[src/rtl/i2s_mic_rx.sv]
// i2s_mic_rx: I2S MEMS microphone receiver.
// Generates sck/ws from clk, captures left/right samples (MSB first, one-bit
// I2S delay) and presents them on a valid/ready stream tagged with channel.
// Optional feature macro: I2S_MIC_FIFO_EN selects a FIFO_DEPTH-entry
// show-ahead output FIFO; without it the output is a single register.
// i_reset is asynchronous and active-low.
module i2s_mic_rx #(
    parameter int CLK_DIV       = 16,
    parameter int SLOT_W        = 32,
    parameter int SAMPLE_W      = 18,
    parameter int WARMUP_FRAMES = 2,
    parameter int FIFO_DEPTH    = 4
) (
    input  logic                i_clk,
    input  logic                i_reset,
    input  logic                i_en,
    output logic                o_sck,
    output logic                o_ws,
    input  logic                i_sd,
    output logic [SAMPLE_W-1:0] o_sample_data,
    output logic                o_sample_ch,
    output logic                o_sample_valid,
    input  logic                i_sample_ready,
    output logic                o_overrun
);

    localparam int DIV_W      = $clog2(CLK_DIV);
    localparam int FRAME_BITS = 2 * SLOT_W;
    localparam int BIT_W      = $clog2(FRAME_BITS);
    localparam int WARM_W     = (WARMUP_FRAMES > 1) ? $clog2(WARMUP_FRAMES) : 1;
    localparam logic [WARM_W-1:0] WARM_LAST =
        WARM_W'((WARMUP_FRAMES > 0) ? WARMUP_FRAMES - 1 : 0);

    typedef enum logic [1:0] {
        ST_IDLE,
        ST_WARM,
        ST_RUN
    } state_t;

    state_t              r_state;
    state_t              w_state_nxt;
    logic [DIV_W-1:0]    r_div_cnt;
    logic                r_sck;
    logic [BIT_W-1:0]    r_bit_cnt;
    logic                r_ws;
    logic [WARM_W-1:0]   r_warm_cnt;
    logic [SAMPLE_W-1:0] r_shift;
    logic                r_word_rdy;
    logic                r_overrun;

    logic                w_run;
    logic                w_tc;
    logic                w_rise;
    logic                w_fall;
    logic                w_wrap;
    logic [BIT_W-1:0]    w_bit_nxt;
    logic [BIT_W-1:0]    w_slot;
    logic                w_capture;
    logic                w_complete;
    logic                w_clr_ovr;
    logic                w_push;
    logic                w_pop;
    logic                w_full;
    logic                w_drop;

    // Clocks run only while enabled outside IDLE; dropping en freezes and clears them.
    assign w_run      = (r_state != ST_IDLE) && i_en;
    assign w_tc       = (r_div_cnt == DIV_W'(CLK_DIV - 1));
    assign w_rise     = w_run && w_tc && !r_sck;
    assign w_fall     = w_run && w_tc &&  r_sck;
    assign w_wrap     = w_fall && (r_bit_cnt == BIT_W'(FRAME_BITS - 1));
    assign w_bit_nxt  = w_wrap ? '0 : r_bit_cnt + 1'b1;
    assign w_slot     = (r_bit_cnt >= BIT_W'(SLOT_W)) ? r_bit_cnt - BIT_W'(SLOT_W) : r_bit_cnt;
    // Slot bit 0 is the I2S delay bit; data occupies slot bits 1..SAMPLE_W.
    assign w_capture  = w_rise && (w_slot >= BIT_W'(1)) && (w_slot <= BIT_W'(SAMPLE_W));
    assign w_complete = w_rise && (w_slot == BIT_W'(SAMPLE_W)) && (r_state == ST_RUN);

    // State register.
    // NOTE: sequential state uses non-blocking (<=) so every flop samples pre-edge values.
    always_ff @(posedge i_clk or negedge i_reset) begin
        if (!i_reset) r_state <= ST_IDLE;
        else          r_state <= w_state_nxt;
    end

    // Next-state logic: en low always wins; IDLE exit clears the sticky overrun.
    // NOTE: defaults first so no path leaves a combinational output unassigned (no latches).
    always_comb begin
        w_state_nxt = r_state;
        w_clr_ovr   = 1'b0;
        if (!i_en) begin
            w_state_nxt = ST_IDLE;
        end else begin
            case (r_state)
                ST_IDLE: begin
                    w_state_nxt = (WARMUP_FRAMES == 0) ? ST_RUN : ST_WARM;
                    w_clr_ovr   = 1'b1;
                end
                ST_WARM: if (w_wrap && (r_warm_cnt == WARM_LAST)) w_state_nxt = ST_RUN;
                ST_RUN:  w_state_nxt = ST_RUN;
                default: w_state_nxt = ST_IDLE;
            endcase
        end
    end

    // sck divider, frame bit counter, ws (updated on the sck falling edge) and warm-up count.
    always_ff @(posedge i_clk or negedge i_reset) begin
        if (!i_reset) begin
            r_div_cnt  <= '0;
            r_sck      <= 1'b0;
            r_bit_cnt  <= '0;
            r_ws       <= 1'b0;
            r_warm_cnt <= '0;
        end else if (!w_run) begin
            r_div_cnt  <= '0;
            r_sck      <= 1'b0;
            r_bit_cnt  <= '0;
            r_ws       <= 1'b0;
            r_warm_cnt <= '0;
        end else begin
            r_div_cnt <= w_tc ? '0 : r_div_cnt + 1'b1;
            if (w_tc) r_sck <= ~r_sck;
            if (w_fall) begin
                r_bit_cnt <= w_bit_nxt;
                r_ws      <= (w_bit_nxt >= BIT_W'(SLOT_W));
            end
            if ((r_state == ST_WARM) && w_wrap) r_warm_cnt <= r_warm_cnt + 1'b1;
        end
    end

    // Serial capture; a completed word is flagged for push on the following edge.
    always_ff @(posedge i_clk or negedge i_reset) begin
        if (!i_reset) begin
            r_shift    <= '0;
            r_word_rdy <= 1'b0;
        end else begin
            r_word_rdy <= w_complete;
            if (!w_run)         r_shift <= '0;
            else if (w_capture) r_shift <= (r_shift << 1) | SAMPLE_W'(i_sd);
        end
    end

    assign w_push = r_word_rdy;
    assign w_drop = w_push && w_full;

`ifdef I2S_MIC_FIFO_EN
    localparam int PTR_W = (FIFO_DEPTH > 1) ? $clog2(FIFO_DEPTH) : 1;
    localparam int CNT_W = PTR_W + 1;

    logic [SAMPLE_W:0]  r_mem [FIFO_DEPTH];
    logic [PTR_W-1:0]   r_wr_ptr;
    logic [PTR_W-1:0]   r_rd_ptr;
    logic [CNT_W-1:0]   r_count;
    logic               w_wr;

    assign w_pop  = (r_count != '0) && i_sample_ready;
    assign w_full = (r_count == CNT_W'(FIFO_DEPTH)) && !w_pop;
    assign w_wr   = w_push && !w_full;

    // FIFO storage write port.
    // NOTE: storage has no reset; outputs are gated by r_count so stale entries never show.
    always_ff @(posedge i_clk) begin
        if (w_wr) r_mem[r_wr_ptr] <= {r_ws, r_shift};
    end

    // FIFO pointers and occupancy.
    always_ff @(posedge i_clk or negedge i_reset) begin
        if (!i_reset) begin
            r_wr_ptr <= '0;
            r_rd_ptr <= '0;
            r_count  <= '0;
        end else begin
            if (w_wr)  r_wr_ptr <= (r_wr_ptr == PTR_W'(FIFO_DEPTH - 1)) ? '0 : r_wr_ptr + 1'b1;
            if (w_pop) r_rd_ptr <= (r_rd_ptr == PTR_W'(FIFO_DEPTH - 1)) ? '0 : r_rd_ptr + 1'b1;
            case ({w_wr, w_pop})
                2'b10:   r_count <= r_count + 1'b1;
                2'b01:   r_count <= r_count - 1'b1;
                default: r_count <= r_count;
            endcase
        end
    end

    assign o_sample_valid               = (r_count != '0);
    assign {o_sample_ch, o_sample_data} = o_sample_valid ? r_mem[r_rd_ptr] : '0;
`else
    logic [SAMPLE_W-1:0] r_out_data;
    logic                r_out_ch;
    logic                r_out_valid;

    assign w_pop  = r_out_valid && i_sample_ready;
    assign w_full = r_out_valid && !w_pop;

    // Single output register: load on push when free (or popped this cycle).
    always_ff @(posedge i_clk or negedge i_reset) begin
        if (!i_reset) begin
            r_out_data  <= '0;
            r_out_ch    <= 1'b0;
            r_out_valid <= 1'b0;
        end else if (w_push && !w_full) begin
            r_out_data  <= r_shift;
            r_out_ch    <= r_ws;
            r_out_valid <= 1'b1;
        end else if (w_pop) begin
            r_out_valid <= 1'b0;
        end
    end

    assign o_sample_valid = r_out_valid;
    assign o_sample_data  = r_out_data;
    assign o_sample_ch    = r_out_ch;
`endif

    // Sticky overrun: set on a dropped word, cleared when leaving IDLE.
    always_ff @(posedge i_clk or negedge i_reset) begin
        if (!i_reset)       r_overrun <= 1'b0;
        else if (w_clr_ovr) r_overrun <= 1'b0;
        else if (w_drop)    r_overrun <= 1'b1;
    end

    assign o_sck     = r_sck;
    assign o_ws      = r_ws;
    assign o_overrun = r_overrun;

endmodule
[config.mk]
export PLATFORM = sky130hd
export DESIGN_NAME = i2s_mic_rx
export DESIGN_NICKNAME = d
export VERILOG_FILES = /design/src/rtl/i2s_mic_rx.sv
export SDC_FILE = /design/constraint.sdc
export NUM_CORES = 1
export LEC_CHECK = 0
export BUFFER_PORTS_ARGS = -buffer_cell sky130_fd_sc_hd__buf_4
export CORE_MARGIN = 4
export CORE_UTILIZATION = 49
export CTS_CLUSTER_SIZE = 25
export DETAILED_ROUTE_END_ITERATION = 10
export GPL_ROUTABILITY_DRIVEN = 0
export PLACE_DENSITY = 0.69
export RECOVER_POWER = 100
export SKIP_CTS_REPAIR_TIMING = 1
export SLEW_MARGIN = 10
export SYNTH_ARGS = -nofsm -noshare
export SYNTH_HDL_FRONTEND = slang
export SYNTH_SLANG_ARGS = --single-unit
export TNS_END_PERCENT = 5
[constraint.sdc]
create_clock -name i_clk -period 1.5 [get_ports i_clk]
set_input_delay 0.075 -clock i_clk [delete_from_list [all_inputs] [get_ports i_clk]]
set_output_delay 0.075 -clock i_clk [all_outputs]
set_load 0.01 [all_outputs]
## Word-level counts from Yosys, hierarchy flattened

Index checks and enable logic that the tools add are counted.

| storage, ports and cells | value |
|---|---|
| bits in registers | 55 |
| input bits | 5 |
| output and inout port bits | 23 |
| logic and storage cells | 77 |

| cells by class | value |
|---|---|
| $add $sub $neg | 4 |
| bitwise operators | 2 |
| reductions and logical operators | 22 |
| $lt $le $gt $ge | 4 |
| equality and inequality tests | 10 |
| multiplexer cells | 23 |

Operator list:

| operator | count |
|---|---|
| $mux 18 | 2 |
| $mux 6 | 4 |
| $or 18x1->18 | 1 |
| $logic_and 1x1->1 | 15 |
| $ge 6x6->1 const B | 2 |
| $mux 1 | 12 |
| $mux 4 | 2 |
| $ne 2x1->1 const B | 4 |
| $add 6x1->6 const B | 1 |
| $eq 6x5->1 const B | 1 |
| $eq 6x6->1 const B | 1 |
| $ge 6x1->1 const B | 1 |
| $le 6x5->1 const B | 1 |
| $pmux 2 s3 | 1 |
| $reduce_bool 2->1 | 3 |
| $sub 6x6->6 const B | 1 |
| $add 4x1->4 const B | 1 |
| $eq 4x4->1 const B | 1 |
| $mux 2 | 2 |
| $logic_not 1->1 | 3 |
| $ne 3x3->1 const B | 1 |
| $eq 2x1->1 const B | 1 |
| $eq 2x2->1 const B | 1 |
| $logic_not 2->1 | 1 |
| other kinds (2) | 2 |

## Depth between registers and ports, before layout

| depth | value |
|---|---|
| depth in word-level cells | 9 |
| mapped depth | 8 |
| gate-level depth less buffers | 6 |

## Worst setup path before layout

No wires, ideal clock.

| path | value |
|---|---|
| path kind | register -> register |
| start | register r_bit_cnt[0] |
| end | register r_shift[10] |
| path buffers | 2 |
| required time | 1.421 ns |
| cell stages (with the launch flop) | 8 |
| data arrival time | 1.546 ns |
| library setup time | 0.079 ns |
| period minus slack after synthesis | 1.625 ns |
| setup slack | -0.125 ns |
| cell sequence | dfrtp_1 -> inv_1 -> ha_1 -> o211a_1 -> o21ai_1 -> buf_6 -> buf_6 -> mux2i_1 |

| between the ends | value |
|---|---|
| cells in the longest elaborated chain, start to end | 6 |
| elaborated cells on any way between the ends | 8 |
| those cells by class | add/sub (1); order compare (3); eq/ne (1); mux (1); reduce/logical (2) |

RTL lines:

| element | RTL line | RTL |
|---|---|---|
| from (decl) | 44 | `logic [BIT_W-1:0] r_bit_cnt;` |
| from (signal assigned) | 123 | `r_bit_cnt <= w_bit_nxt;` |
| $sub 6x6->6 or $ge 6x6->1 (tied branches) | 73 | `assign w_slot = (r_bit_cnt >= BIT_W'(SLOT_W)) ? r_bit_cnt - BIT_W'(SLOT_W) : r_bit_cnt;` |
| $mux 6 * | 73 |  |
| $ge 6x1->1 | 75 | `assign w_capture = w_rise && (w_slot >= BIT_W'(1)) && (w_slot <= BIT_W'(SAMPLE_W));` |
| $logic_and 1x1->1 | 75 |  |
| $logic_and 1x1->1 * | 75 |  |
| $ne 2x1->1 (no source line) * | - |  |
| to (signal assigned) | 138 | `else if (w_capture) r_shift <= (r_shift << 1) \| SAMPLE_W'(i_sd);` |
| to (decl) | 47 | `logic [SAMPLE_W-1:0] r_shift;` |

Every way passes the cells marked *; elsewhere a longest branch is shown, timed or not.
A chain may end at the register's enable or synchronous reset.

## Worst setup path in the final report

| path | value |
|---|---|
| start | register r_bit_cnt[0] |
| end | register r_shift[3] |

The elaborated chain is that of the path after synthesis.

==> metrics.csv <==
metric,value,unit
start_util,0.516,
switchingPower,784,µW
io_buffers,27,
wl_per_cell,13.0,µm
slew_violations,0,
cts_tree,yes,
yosys.cell_types.count,35,
switching_share,0.274,
drv_cap,0,
total_power,2860,µW
ir_worst_vdd,0.697,mV
grt_setup_unrepaired,yes,
wirelength,4350,µm
fp.dieArea,6320,µm²
nNetsFinal,281,
drive_gt1_frac,0.285,
hold_path.startpoint,i_sd,
cts_sinks,55,
die_w,79.5,µm
dpl-instance-area,2960,µm²
violations,negative setup slack,
syn_inst,215,
die_y,79.5,µm
layout_setup_ws,-0.0692,ns
synth_edf_count,0,
fin_crit,1.57,ns
worstSetupEndpointType,flip-flop,
yosys_warnings,0,
clockRootBuffer,clkbuf_8,
dr.pass1.iters,5,
worstPathMaxFanout,16,
synth_nets,229,
synth.avg_cell_area,11.6,µm²
synth.ff_latch_count,55,
overflow,0,
stdcell_count,334,
drt_drc_violations_left,0,
fin_util,0.626,
crit_type,reg2reg,
p_per_area,943,nW/µm²
rr_startpoint,r_bit_cnt[0],
hpwl,3020,µm
yosysTopAreaCell,dfrtp_1,
synth_top_area_share,0.550,
start_kind,flip-flop,
clk_latency,0.30,ns
core,4850,µm²
synth.area.top_cells,"dfrtp_1 (55%), mux2_2 (8.5%), mux2i_1 (8.0%)",
r2r_cells,7,
required,1.72,ns
p_int,2080,µW
ys_seq_area_frac,0.550,
num_antenna_cells,0,
setup-violations-final,21,
hold_viol_final,0,
status,"complete, but fails checks",
p_comb_frac,0.184,
clk_pin_slew,0.10,ns
timing.slew.headroom,0.513,
yosysMostFrequentCell,dfrtp_1,
htreeDepth,2,
p_leak,0.00151,µW
r2r-end,r_shift[3],
viasPerCell,4.99,
tightestPinTransition,0.730,ns
synth_flop_cell,dfrtp_1,
io_pins,28,
final.setup_skew,0.00772,ns
ys_async_sr_fraction,1.00,
ant_nets,0,
design_area,3040,µm²
hold_path.class,in2reg,
hold_path_end,r_shift[0],
vias,1668,
grt_pass1_vias,1732,
cp.arrival,1.79,ns
finalCritPeriodShare,1.05,
max_freq,0.637,GHz
synth_common_cells,"dfrtp_1 (55), nand2_1 (28), inv_1 (26)",
whs_path_depth,3,
grt_pass1_wl,7760,µm
regToRegSetupSlack,-0.07,ns
clkPwrFrac,0.272,
first_iter_violations,70,
syn_to_final_growth,21.2,%
placementRows,25,
grt_max_degree,56,
grt_usage,0.153,
synth.cell_area,2500,µm²
clockBufferDepth,2,
dpl.cell_count,326,
numCtsBuffers,5,
pwr-share-seq,0.544,
antenna_found_initial,0,
-- layout make-up --
class,instances,area [µm²]
Fill cell,412,1810
Sequential cell,55,1380
Multi-Input combinational cell,128,1090
Timing Repair Buffer,51,307
Inverter,26,97.6
Tap cell,67,83.8
Clock buffer,5,68.8
Clock inverter,2,13.8
-- how the worst max path moves through the flow --
stage,startpoint,endpoint,slack [ns],depth (start not counted)
global route,r_bit_cnt[0],r_shift[6],-0.17,7
CTS,r_state[1],r_state[1],-0.17,6
global placement,r_state[0],r_state[0],-0.07,6
finish,r_bit_cnt[0],r_shift[3],-0.07,7
floorplan,r_bit_cnt[0],r_shift[10],-0.08,7
detailed placement,r_state[1],r_state[1],-0.16,6
-- per-stage QoR --
step / setup WS, ns / hold WS (ns) / setup TNS, ns
floorplan: -0.0838 / -0.221 / -0.973
global placement: -0.0721 / 0.170 / -0.270
detailed placement: -0.159 / 0.163 / -1.36
CTS: -0.175 / -0.169 / -2.03
global route: -0.168 / 0.00568 / -3.00
finish: -0.0692 / 0.0165 / -0.752
-- kinds of logic (layout without fill, tap and decap cells) --
| kind of cell | count (synthesis) | after routing | share of synthesized area |
|---|---|---|---|
| buffers and inverters | 32 | 84 | 0.0545 |
| AOI/OAI and AO/OA | 20 | 20 | 0.0570 |
| muxes | 39 | 39 | 0.165 |
| adders and majority gates | 9 | 9 | 0.0450 |
| xor gates and xnor gates | 4 | 4 | 0.0140 |
| and+or+nand+nor | 56 | 56 | 0.114 |
| DFF | 55 | 55 | 0.550 |
-- power groups by stage --
stage               sequential (µW)  combinational (µW)  clock, µW
floorplan                      1570                 264          0
detailed placement             1570                 510          0
CTS                            1540                 511        809
global placement               1570                 499          0
global route                   1560                 608        878
finish                         1560                 527        779
-- critical path, stage by stage (launching register included) --
cell and delay [ns]:
dfrtp_1 0.43, inv_2 0.08, buf_4 0.10, ha_1 0.15, a31oi_2 0.12, o21ai_4 0.20, buf_12 0.19, mux2i_1 0.22
-- cells in the final DEF, fill, tap and decap left out, types with 3 or more instances in the layout --
| cell | Yosys | routed |
|---|---|---|
| a21o_1 | 4 | 4 |
| a31oi_1 | 4 | 3 |
| buf_4 | 0 | 21 |
| clkbuf_1 | 3 | 24 |
| clkbuf_8 | 0 | 5 |
| dfrtp_1 | 55 | 54 |
| ha_1 | 9 | 6 |
| inv_1 | 26 | 22 |
| inv_2 | 0 | 4 |
| mux2_2 | 19 | 19 |
| mux2i_1 | 20 | 20 |
| nand2_1 | 28 | 28 |
| nor2_1 | 8 | 6 |
| xnor2_1 | 4 | 4 |
-- registers in the layout, indices dropped and copies added (netlist names), 2 cells and up --
signal	flops
o_sample_data	18
r_state	2
r_div_cnt	4
r_shift	18
r_bit_cnt	6
-- per-layer routing --
layer,GRT usage,up-vias,part of all wire
met5,0,-,0
met4,0.0361,0,0.0080
met3,0.0361,4,0.037
met2,0.254,25,0.48
met1,0.204,819,0.48
li1,-,820,-
(Power assumes the default switching activity.)
